### config.mk
export PLATFORM = sky130hd
export DESIGN_NAME = alu_arbiter
export DESIGN_NICKNAME = d
export VERILOG_FILES = /design/src/rtl/alu_pkg.sv /design/src/rtl/alu.sv /design/src/rtl/alu_arbiter.sv
export SDC_FILE = /design/constraint.sdc
export NUM_CORES = 1
export LEC_CHECK = 0
export ABC_CLOCK_PERIOD_IN_PS = 2300
export BUFFER_PORTS_ARGS = -buffer_cell sky130_fd_sc_hd__buf_2
export CAP_MARGIN = 20
export CORE_MARGIN = 4
export CORE_UTILIZATION = 52
export DETAILED_ROUTE_END_ITERATION = 8
export PLACE_DENSITY = 0.83
export SKIP_CTS_REPAIR_TIMING = 1
export SYNTH_ARGS = -nofsm -noshare
export SYNTH_HDL_FRONTEND = slang
export SYNTH_HIERARCHICAL = 1
export SYNTH_SLANG_ARGS = --single-unit
### constraint.sdc
create_clock -name clk -period 2.3 [get_ports clk]
set_input_delay 0.46 -clock clk [delete_from_list [all_inputs] [get_ports clk]]
set_output_delay 0.46 -clock clk [all_outputs]
set_load 0.01 [all_outputs]
### src/rtl/alu_pkg.sv
`timescale 1ns/1ps
// -----------------------------------------------------------------------------
// alu_pkg
// Shared definitions for the ALU and its requester arbiter.
//   - ALU function codes (3 bits)
//   - requester ID width and ID type
// No ports (package).
// -----------------------------------------------------------------------------
package alu_pkg;

  // ALU function codes. Bit 2 selects the inverted-b adder path (SUB / SLT).
  localparam logic [2:0] ALU_AND = 3'b000;
  localparam logic [2:0] ALU_OR  = 3'b001;
  localparam logic [2:0] ALU_ADD = 3'b010;
  localparam logic [2:0] ALU_SUB = 3'b110;
  localparam logic [2:0] ALU_SLT = 3'b111;

  // Requester identifier width: two requesters share the ALU.
  localparam int ALU_ID_W = 1;

  typedef logic [2:0]          alu_fun_t;
  typedef logic [ALU_ID_W-1:0] req_id_t;

  localparam req_id_t REQ0_ID = 1'b0;
  localparam req_id_t REQ1_ID = 1'b1;

endpackage

### src/rtl/alu.sv
`timescale 1ns/1ps
// -----------------------------------------------------------------------------
// alu
// Purely combinational N-bit ALU.
//   AND / OR : bitwise, c = 0
//   ADD      : y = a + b,          c = carry out
//   SUB      : y = a + ~b + 1,     c = carry out (1 means no borrow)
//   SLT      : y = (signed a < signed b) ? 1 : 0, c = 0
//   other    : y = 0, c = 0
// Ports:
//   a, b  in  N  operands
//   fun   in  3  function code (alu_pkg::ALU_*)
//   y     out N  result
//   c     out 1  carry/flag
// -----------------------------------------------------------------------------
module alu
  import alu_pkg::*;
#(
  parameter int N = 32
) (
  input  logic [N-1:0] a,
  input  logic [N-1:0] b,
  input  alu_fun_t     fun,
  output logic [N-1:0] y,
  output logic         c
);

  logic         sub_s;
  logic [N-1:0] b_in_s;
  logic [N:0]   sum_s;
  logic         slt_s;

  // Shared adder: bit 2 of the code inverts b and injects a carry-in of one.
  always_comb begin
    sub_s  = fun[2];
    b_in_s = sub_s ? ~b : b;
    sum_s  = {1'b0, a} + {1'b0, b_in_s} + {{N{1'b0}}, sub_s};
  end

  // Signed less-than: when the signs differ the sign of a decides, otherwise
  // the difference cannot overflow and its sign bit is the answer.
  always_comb begin
    if (a[N-1] != b[N-1]) begin
      slt_s = a[N-1];
    end else begin
      slt_s = sum_s[N-1];
    end
  end

  // Function decode; unused codes return zero with no flag.
  always_comb begin
    y = {N{1'b0}};
    c = 1'b0;
    case (fun)
      ALU_AND: begin
        y = a & b;
        c = 1'b0;
      end
      ALU_OR: begin
        y = a | b;
        c = 1'b0;
      end
      ALU_ADD: begin
        y = sum_s[N-1:0];
        c = sum_s[N];
      end
      ALU_SUB: begin
        y = sum_s[N-1:0];
        c = sum_s[N];
      end
      ALU_SLT: begin
        y = {{(N-1){1'b0}}, slt_s};
        c = 1'b0;
      end
      default: begin
        y = {N{1'b0}};
        c = 1'b0;
      end
    endcase
  end

endmodule

### src/rtl/alu_arbiter.sv
`timescale 1ns/1ps
// -----------------------------------------------------------------------------
// alu_arbiter
// Shares one combinational alu between two valid/ready requesters. The winner's
// operation goes through the ALU and its result is registered together with
// the winner's ID on a single response channel with backpressure.
// Throughput one operation per cycle, latency one cycle.
//
// Configuration macro:
//   ALU_ARB_RR_EN  defined   : ties go to the requester not accepted last
//                              (round robin, 'last' register resets to 1)
//                  undefined : requester 0 always wins ties; no 'last' register
//
// Ports:
//   clk                      in   clock, rising edge
//   rst                      in   asynchronous active-high reset
//   req0_valid / req1_valid  in   requester has an operation
//   req0_ready / req1_ready  out  operation accepted this cycle
//   req0_a, req0_b (req1_*)  in   N-bit operands
//   req0_fun (req1_fun)      in   3-bit ALU function code
//   res_valid                out  result register holds an unconsumed result
//   res_ready                in   consumer takes the result this cycle
//   res_id                   out  requester that issued the result
//   res_y                    out  N-bit ALU result
//   res_c                    out  ALU carry/flag
// -----------------------------------------------------------------------------
module alu_arbiter
  import alu_pkg::*;
#(
  parameter int N = 32
) (
  input  logic                clk,
  input  logic                rst,
  input  logic                req0_valid,
  output logic                req0_ready,
  input  logic [N-1:0]        req0_a,
  input  logic [N-1:0]        req0_b,
  input  logic [2:0]          req0_fun,
  input  logic                req1_valid,
  output logic                req1_ready,
  input  logic [N-1:0]        req1_a,
  input  logic [N-1:0]        req1_b,
  input  logic [2:0]          req1_fun,
  output logic                res_valid,
  input  logic                res_ready,
  output logic [ALU_ID_W-1:0] res_id,
  output logic [N-1:0]        res_y,
  output logic                res_c
);

  logic [1:0]   grant_s;
  logic         slot_free_s;
  logic         accept_s;
  req_id_t      win_id_s;
  logic [N-1:0] alu_a_s;
  logic [N-1:0] alu_b_s;
  alu_fun_t     alu_fun_s;
  logic [N-1:0] alu_y_s;
  logic         alu_c_s;

  logic         res_valid_r;
  req_id_t      res_id_r;
  logic [N-1:0] res_y_r;
  logic         res_c_r;

`ifdef ALU_ARB_RR_EN
  req_id_t      last_r;
`endif

  // Grant: a lone requester wins; a tie goes by the configured policy.
  always_comb begin
    grant_s = 2'b00;
    if (req0_valid && req1_valid) begin
`ifdef ALU_ARB_RR_EN
      if (last_r == REQ1_ID) begin
        grant_s = 2'b01;
      end else begin
        grant_s = 2'b10;
      end
`else
      grant_s = 2'b01;
`endif
    end else if (req0_valid) begin
      grant_s = 2'b01;
    end else if (req1_valid) begin
      grant_s = 2'b10;
    end else begin
      grant_s = 2'b00;
    end
  end

  // Handshake: the slot is free when empty or being drained this cycle, so a
  // new result may replace the outgoing one without a bubble.
  always_comb begin
    slot_free_s = ~res_valid_r | res_ready;
    req0_ready  = grant_s[0] & slot_free_s & ~rst;
    req1_ready  = grant_s[1] & slot_free_s & ~rst;
    accept_s    = req0_ready | req1_ready;
    win_id_s    = grant_s[1] ? REQ1_ID : REQ0_ID;
  end

  // Operand mux: feed the granted requester into the shared ALU.
  always_comb begin
    if (grant_s[1]) begin
      alu_a_s   = req1_a;
      alu_b_s   = req1_b;
      alu_fun_s = req1_fun;
    end else begin
      alu_a_s   = req0_a;
      alu_b_s   = req0_b;
      alu_fun_s = req0_fun;
    end
  end

  alu #(N) u_alu (
    .a   (alu_a_s),
    .b   (alu_b_s),
    .fun (alu_fun_s),
    .y   (alu_y_s),
    .c   (alu_c_s)
  );

  // Result register: load on acceptance, drop valid when drained with nothing new.
  always_ff @(posedge clk or posedge rst) begin
    if (rst) begin
      res_valid_r <= 1'b0;
      res_id_r    <= REQ0_ID;
      res_y_r     <= {N{1'b0}};
      res_c_r     <= 1'b0;
    end else if (accept_s) begin
      res_valid_r <= 1'b1;
      res_id_r    <= win_id_s;
      res_y_r     <= alu_y_s;
      res_c_r     <= alu_c_s;
    end else if (res_ready) begin
      res_valid_r <= 1'b0;
    end
  end

`ifdef ALU_ARB_RR_EN
  // Round-robin history: resets to 1 so requester 0 wins the first tie.
  always_ff @(posedge clk or posedge rst) begin
    if (rst) begin
      last_r <= REQ1_ID;
    end else if (accept_s) begin
      last_r <= win_id_s;
    end
  end
`endif

  // Output drive straight from the result register.
  always_comb begin
    res_valid = res_valid_r;
    res_id    = res_id_r;
    res_y     = res_y_r;
    res_c     = res_c_r;
  end

endmodule

---- Word level (Yosys, flattened, before mapping) ----
Index checks and enable logic that the tools add are counted.
storage, ports and cells
  flip-flop bits (word level) ............. 35
  input port bits ......................... 139
  output and inout port bits .............. 37
  word-level logic and storage cells ...... 39
operators by class
  $add $sub $neg .......................... 2
  equality and inequality tests ........... 5
  muxes and demuxes ....................... 13
  bitwise gates (word level) .............. 11
  reduce and logical (&&, ||, !) cells .... 4
operators by type and width
  cell                  count
  $pmux W32 S4          1
  $mux W32              3
  $add A32 B32 Y33      1
  $add A33 B1 Y33       1
  $and A32 B32 Y32      1
  $not A32 Y32          1
  $or A32 B32 Y32       1
  $eq A3 B3 Y1 const B  2
  $mux W2               3
  $mux W1               5
  $and A1 B1 Y1         4
  $eq A3 B1 Y1 const B  1
  $eq A3 B2 Y1 const B  1
  $logic_not A3 Y1      1
  $mux W3               1
  $not A1 Y1            2
  $or A1 B1 Y1          2
  $reduce_bool A2 Y1    1
  $reduce_or A2 Y1      1
  $logic_and A1 B1 Y1   1
  $ne A1 B1 Y1          1

---- Depth between registers and ports, before layout ----
Gate-level depths: netlist of the first run.
  depth after elaboration ................. 10
  mapped depth ............................ 17
  gate-level depth less buffers ........... 14

---- Cells and area by module ----
The synthesis of the first run kept the hierarchy.
by module, submodules not included
  module       instances  cells an instance  area an instance (um2)  sequential area each (um2)
  alu          1          380                2728.9                  0.0
  alu_arbiter  1          157                2170.8                  875.8

---- Worst setup path after synthesis of the first run ----
Ideal clock, no wire load.
  path kind ............................... input port to flip-flop
  start ................................... input port req0_valid
  end ..................................... register res_y_r[29], in the netlist res_y[29]
  library setup time ...................... 125 ps
  arrival time ............................ 3922 ps
  data required time ...................... 2175 ps
  slack ................................... -1746 ps
  stages on the path ...................... 17
  path buffers ............................ 4
  cell sequence ........................... nand2b_1 buf_2 buf_6 mux2_2 buf_2 buf_1 xor2_1 ha_1 inv_1 nor3_1 o2111ai_2 a2111oi_4 o41ai_2 a21oi_2 mux2i_1 nand2_1 mux2_2
on the way
  elaborated cells between the ends (all ways) .. 24
  classes of those cells .................. add/sub (2); eq/ne (4); mux (7); bitwise (8); reduce/logical (3)
RTL lines
  item                                                   RTL line                              source
  start, declared                                        alu_arbiter.sv:34                     input logic req0_valid,
  $mux W2 / $logic_and A1 B1 Y1 (equally long branches)  alu_arbiter.sv:83, alu_arbiter.sv:73
  $mux W2 (*)                                            alu_arbiter.sv:73                     if (req0_valid && req1_valid) begin
  $mux W3 (*)                                            alu_arbiter.sv:104                    if (grant_s[1]) begin
  net alu_fun_s[2]                                       alu_arbiter.sv:57                     alu_fun_t alu_fun_s;
  $mux W32                                               alu.sv:36                             b_in_s = sub_s ? ~b : b;
  $add A32 B32 Y33                                       alu.sv:37                             sum_s = {1'b0, a} + {1'b0, b_in_s} + {{N{1'b0}}, sub_s};
  $add A33 B1 Y33                                        alu.sv:37
  $pmux W32 S4 (*)                                       alu.sv:54                             case (fun)
  net alu_y_s[29]                                        alu_arbiter.sv:58                     logic [N-1:0] alu_y_s;
  end signal, assigned                                   alu_arbiter.sv:128                    res_y_r <= {N{1'b0}};
  end signal, assigned                                   alu_arbiter.sv:133                    res_y_r <= alu_y_s;
  end, declared                                          alu_arbiter.sv:63                     logic [N-1:0] res_y_r;
The timed path passes the listed nets; every way through them passes the cells marked *.
A chain may end at the register's enable or synchronous reset.

---- Worst setup path in the final report of the first run ----
  start ................................... input port req0_valid
  end ..................................... register res_y_r[26], in the netlist res_y[26]
on the way
  word-level cells in the longest chain between the ends .. 8
  elaborated cells between the ends (all ways) .. 24
  classes of those cells .................. add/sub (2); eq/ne (4); mux (7); bitwise (8); reduce/logical (3)
ends and longest elaborated chain
  item                                                   RTL line                              source
  $mux W2 / $logic_and A1 B1 Y1 (equally long branches)  alu_arbiter.sv:83, alu_arbiter.sv:73
  $mux W2 (*)                                            alu_arbiter.sv:73
  $mux W32 (*)                                           alu_arbiter.sv:104
  net alu_b_s[0]                                         alu_arbiter.sv:56                     logic [N-1:0] alu_b_s;
  $not A32 Y32                                           alu.sv:36
  $mux W32 (*)                                           alu.sv:36
  $add A32 B32 Y33 (*)                                   alu.sv:37
  $add A33 B1 Y33 (*)                                    alu.sv:37
  $pmux W32 S4 (*)                                       alu.sv:54
  net alu_y_s[26]                                        alu_arbiter.sv:58
Marked as above.

==> metrics, run 1 <==
outcome=complete, but fails checks; violations in the final reports=setup timing; Worst Reg-to-Reg Cells=4; maximum clock skew at final layout=11.3 ps; Clk Latency, worst-skew pair=300 ps; Layout Area Growth over Synthesis=58.3%; DR vias/cell=5.95; top-area cell type share of the netlist area=0.230; 1st-iter DRT viols=381; stage delay of the slowest cell on the critical path=400 ps; final WL=19400 microns; Worst Slack Setup Final=-1470 ps; IO Pins=176; Cells after Synth=537; final-report hold violation count=0; # diodes=0; CP Capture Type=register; netlist area before placement=4900 sq um; main flop type after synthesis=dfrtp_1; measured slew at the worst slew-check pin=527 ps; biggest area contributors in the synthesized netlist=mux2_2 23%, dfrtp_1 18%, ha_1 9.2%; Floorplan Core Area=9200 sq um; required time worst endpoint=2490 ps; CTS Buffer Depth=2; critical path cell sequence=buf_6 > nand2b_4 > buf_12 > buf_8 > buf_6 > mux2_4 > mux2i_4 > fa_2 > nor2b_4 > o2111ai_2 > a21oi_2 > o31ai_4 > a31oi_4 > nor2_4 > o2111a_1 > a211o_1 > mux2_4; Worst Setup SP=req0_valid; Residual DRC=0; dominant cell type by area after synthesis=mux2_2; Post-Place Cell Area=6810 sq um; H-tree levels=2; Syn Nets=713; Critical-path top delay cell=fa_2; highest attainable clock frequency=265 MHz; share of async-settable or async-resettable flops after synthesis=1.00; std cell rows=35; clock sink total=35; clock-pin slew reported for the worst setup and hold paths after clock tree synthesis=90 ps; filler cell count=479; Total Power Consumption=4.79 mW; reg2reg start=res_valid; number of warning messages in the yosys log=6; final core area utilization=0.844; CP Data Arrival Time=3960 ps; RSZ-0062 raised after global routing=true; Port-buffer cells=175; routed length per placed instance=20.5 microns; post-route standard cell area excluding fillers=7760 sq um; highest fanout seen on the critical path=7; final period demand of the worst path=3770 ps; number of enable flip-flop cells after synthesis=0; total via count in the routed design=5657; full die area=11000 sq um; pwr/cell area=617 nW/um^2; Max-Slew Margin vs Limit=0.649; total global routing overflow=0; portion of the clock cycle consumed by the worst path in the final layout=1.64; Detail Route Antenna Nets=0; synthesis-stage register bit count=35; Tot GR Track Use=0.287; IR drop worst, VDD=0.292 mV; setup TNS after final layout=-34870 ps; Pre-Repair DR Iteration Count=5; number of antenna violations at the first check in global routing=0; Die Span X=105 microns; Mapped Avg Cell Area=9.12 sq um; total setup violations reported at the end of the flow=33; Worst Hold Margin=345 ps; number of distinct library cells after synthesis=58; CTS tree=done; total half-perimeter wirelength after legalization and detailed placement=13000 microns; floorplan die height=105 microns; fraction of layout cells with a size suffix above 1=0.619; max-slew violations=0; gp weighted congestion=0.991; count of max-cap constraint violations=0; kind of critical path=input port to register; NumNets Final=1015; via count of the first global-routing pass=5651; setup slack after placement=-1760 ps; sequential cell area fraction in the yosys report=0.179; LEAKAGE=3.79 nW; global-route wire length before repair=26300 microns; Startpoint Class=input port; clock root cell=clkbuf_8; initial core utilization=0.533; filler-free cell count of the finished design=950; type of the worst min-delay path=input port to asynchronous set/reset pin; total clock buffers created by CTS=5; pin count of the biggest net entering global routing=37; placed cell count=918
## state kept, by name (all words and copies together), names as in the netlist
register,cells
res_y,32
res_id,1
res_valid,1
res_c,1
## path summary, 6_finish.rpt
kind                              to  slack [ps]
max                        res_y[26]       -1470
min                        res_y[16]         350
max reg2reg                 res_y[4]         760
min reg2reg                   res_id         510
max in group asynchronous   res_y[4]        1580
min in group clk           res_valid         470
## cell usage after synthesis, types with 5 or more instances
master	n
nor3_1	6
o21ai_0	29
a31oi_1	9
nand2_1	49
o21ai_1	10
nand3_1	8
buf_1	5
xnor2_1	12
a21o_1	14
xor2_1	46
dfrtp_1	35
a21oi_1	25
o21bai_1	6
buf_2	6
inv_1	13
nor2_1	15
maj3_1	28
mux2_2	100
and3_1	5
a211oi_1	7
clkbuf_1	12
ha_1	36
buf_6	6
nand2b_1	6
## cell usage in the layout (no fill, tap or decap), types with 6 or more instances in the layout
cell / synthesis / routed
a211oi_2: 2 / 6
a21o_1: 14 / 14
a21oi_1: 25 / 15
a21oi_2: 1 / 9
buf_2: 6 / 174
buf_4: 0 / 132
buf_6: 6 / 11
clkbuf_8: 0 / 6
dfrtp_1: 35 / 35
ha_1: 36 / 27
ha_4: 0 / 7
inv_1: 13 / 12
maj3_1: 28 / 28
mux2_2: 100 / 71
mux2_4: 0 / 30
nand2_1: 49 / 43
nor2_1: 15 / 11
o21ai_0: 29 / 10
o21ai_1: 10 / 25
xnor2_1: 12 / 8
xor2_1: 46 / 35
xor2_2: 0 / 9
## critical path, delay by kind of cell
kind,cells,cell delay (ps)
multiplexers,3,780
AO/OA/AOI/OAI,6,1360
AND/OR/NAND/NOR,3,420
buffers and inverters,4,500
adder cells (fa/ha/maj),1,400
## routing by layer
metal / part of all wire / global-route usage / vias to the layer above / routed length (microns)
li1: - / - / 2565 / -
met5: 0 / 0 / - / 0
met2: 0.52 / 0.534 / 298 / 10100
met3: 0.059 / 0.0371 / 76 / 1140
met1: 0.38 / 0.337 / 2718 / 7400
met4: 0.041 / 0.0965 / 0 / 787
## layout make-up
class | count | area, sq um | area share
clock buffers | 6 | 82.6 | 0.0106
clock inverters | 1 | 5.00 | 0.000645
inverters | 13 | 48.8 | 0.00629
multi-input cells | 461 | 4500 | 0.580
flip-flops and latches | 35 | 876 | 0.113
well taps | 111 | 139 | 0.0179
repair buffers | 323 | 2110 | 0.271
## power breakdown
group	switching (mW)	total [mW]	internal, mW
clock network	0.274	0.511	0.236
registers	0.0920	0.875	0.783
logic	1.67	3.40	1.73
## cell families (layout without fill, tap and decap cells)
kind of cell,count (synthesis),count (layout),synth area share
muxes,102,103,0.235
and+or+nand+nor,101,101,0.0976
buffers and inverters,42,343,0.0429
DFF,35,35,0.179
xor gates and xnor gates,58,58,0.104
adders and majority gates,65,65,0.153
AOI/OAI and AO/OA,134,134,0.189
Power figures use the tool's default switching activity.
==> run 2, diff against run 1 <==
Settings changed: ABC_AREA set to 1, CORE_UTILIZATION 52 to 53.
==> run 2 against run 1 <==
The run still ends with setup timing left. Cell area grew 13%. Cell count grew 49%. Synthesized area grew 14%. Synthesized cell count grew 76%. Power grew 8.7%. Register-to-register slack gained 20 ps. Sequential power shrank 3.9%.
==> metrics, run 2 <==
outcome=complete, but fails checks; violations in the final reports=setup timing; Port-buffer cells=175; total via count in the routed design=8349; portion of the clock cycle consumed by the worst path in the final layout=1.33; main flop type after synthesis=dfrtp_1; DR vias/cell=5.89; highest fanout seen on the critical path=6; filler cell count=648; top-area cell type share of the netlist area=0.261; number of antenna violations at the first check in global routing=0; number of enable flip-flop cells after synthesis=0; synthesis-stage register bit count=35; clock-pin slew reported for the worst setup and hold paths after clock tree synthesis=80 ps; post-synthesis compound-gate area fraction=0.167; Worst Hold Margin=151 ps; pwr/cell area=592 nW/um^2; fraction of layout cells with a size suffix above 1=0.428; Mapped Avg Cell Area=5.89 sq um; initial core utilization=0.543; type of the worst min-delay path=input port to asynchronous set/reset pin; main combinational cell family by area after synthesis=simple AND/OR/NAND/NOR gates; commonest cells in the netlist=388 x nand2_1, 90 x nand3_1, 57 x inv_1; xor/xnor cell area share of the yosys netlist=0.0502; total half-perimeter wirelength after legalization and detailed placement=17100 microns; clock root cell=clkbuf_8; Clk Latency, worst-skew pair=290 ps; NumNets Final=1456; total clock buffers created by CTS=5; IR drop worst, VDD=0.449 mV; netlist area before placement=5580 sq um; gp weighted congestion=0.952; Worst Slack Setup Final=-749 ps; total setup violations reported at the end of the flow=31; share of synthesized area spent on multiplexers=0; most used cells in the layout excluding fill and tap cells=347 x nand2_1, 178 x buf_4, 173 x buf_2; RSZ-0062 raised after global routing=true; highest attainable clock frequency=328 MHz; 1st-iter DRT viols=952; full die area=12200 sq um; dominant cell by count in the synthesized netlist=nand2_1; required time worst endpoint=2480 ps; kind of critical path=input port to register; IO Pins=176; sequential cell area fraction in the yosys report=0.157; placed cell count=1371; Total Power Consumption=5.20 mW; CTS Buffer Depth=2; # diodes=0; CP Data Arrival Time=3230 ps; via count of the first global-routing pass=7110; total global routing overflow=0; reg2reg start=res_valid; Syn Nets=1123; global-route wire length before repair=33800 microns; max-slew violations=0; CTS tree=done; std cell rows=37; CP Capture Type=register; Tot GR Track Use=0.329; Startpoint Class=input port; final period demand of the worst path=3050 ps; floorplan die height=111 microns; filler-free cell count of the finished design=1417; Cells after Synth=947; Layout Area Growth over Synthesis=57.5%; Simple-Gate Fraction of Synth Area=0.439; clock sink total=35; measured slew at the worst slew-check pin=466 ps; final WL=25200 microns; biggest area contributors in the synthesized netlist=nand2_1 26%, dfrtp_1 16%, ha_1 8.1%; LEAKAGE=4.89 nW; Pre-Repair DR Iteration Count=8; number of warning messages in the yosys log=6; Detail Route Antenna Nets=0; number of distinct library cells after synthesis=43; max FFs per register=32; pin count of the biggest net entering global routing=42; H-tree levels=2; Residual DRC=0; Die Span X=111 microns; Floorplan Core Area=10300 sq um; count of max-cap constraint violations=0; dominant cell type by area after synthesis=nand2_1; adder-cell area share of the yosys netlist=0.104; maximum clock skew at final layout=2.41 ps; final-report hold violation count=0; most frequent standard cell in the layout excluding fill and tap cells=nand2_1; final core area utilization=0.855; share of async-settable or async-resettable flops after synthesis=1.00; routed length per placed instance=17.8 microns; Max-Slew Margin vs Limit=0.686; Worst Setup SP=req1_valid
==> run 2: cell types whose count changed after synthesis, moves of 17 or more <==
cell,before,now
buf_2,6,23
nand2_1,49,388
inv_1,13,57
mux2_2,100,0
nand3_1,8,90
nor2_1,15,46
a21oi_1,25,55
o211ai_1,3,35
maj3_1,28,11
==> run 2: kinds of logic (layout without fill, tap and decap cells) <==
logic type / count (synthesis) / count (layout)
AND/OR/NAND/NOR: 571 / 572
AO/OA/AOI/OAI: 158 / 158
buffers and inverters: 103 / 436
adder cells (fa/ha/maj): 48 / 48
flip-flops: 35 / 35
XOR/XNOR: 32 / 32
==> run 2: area by class of cell <==
type,instances,area (sq um),area share
multi-input combinational,810,4870,0.554
timing repair buffer,369,2520,0.286
sequential,35,876,0.0996
inverter,59,240,0.0273
tap,136,170,0.0194
clock buffer,5,68.8,0.00783
clock inverter,3,43.8,0.00498
==> run 2: worst max-delay path: stages <==
cell	delay (ps)
buf_8	90
inv_8	40
nor2_8	190
buf_6	160
nand2_4	70
nand2_8	130
buf_12	150
xor2_1	80
ha_1	400
nand2_2	110
buf_4	150
nor2_2	130
inv_1	90
nor2_1	110
nand2_1	80
nand2_2	90
nand2_2	60
nand3_1	90
nand2_1	60
nand2_1	90
nand3_2	140
o211ai_1	160
nand2_1	80
==> run 2: worst paths after layout <==
| check | end | slack, ps | cells after the start |
|---|---|---|---|
| min in group clk | res_y[30] | 500 | 2 |
| max in group asynchronous | res_y[22] | 1570 | 3 |
| hold reg to reg | res_y[30] | 500 | 2 |
| setup / recovery | res_y[31] | -750 | 23 |
| setup reg to reg | res_y[28] | 780 | 5 |
| hold / removal | res_y[6] | 150 | 2 |
==> run 2: per-stage QoR <==
stage                     setup TNS (ps)  setup slack (ps)  instance area (sq um)
final                             -17430              -749                   8790
after global routing              -20330              -842                   8790
after CTS                         -21060              -915                   7820
after detailed placement          -30370             -1130                   7700
after global placement            -28240             -1090                   7700
after floorplan                   -15910              -619                   5660
==> run 2: where the power goes <==
| group | total [mW] | internal (mW) | switching, mW |
|---|---|---|---|
| clock network | 0.566 | 0.323 | 0.243 |
| logic | 3.80 | 1.68 | 2.11 |
| registers | 0.841 | 0.759 | 0.0818 |
==> run 2: layer usage <==
metal  vias to the layer above  part of all wire  track usage  wire length (microns)
li1                       3784                 -            -                      -
met2                       608              0.46        0.551                  11600
met3                       160              0.11       0.0422                   2730
met1                      3797              0.39        0.456                   9730
met4                         0             0.047       0.0632                   1200
met5                         -                 0            0                      0
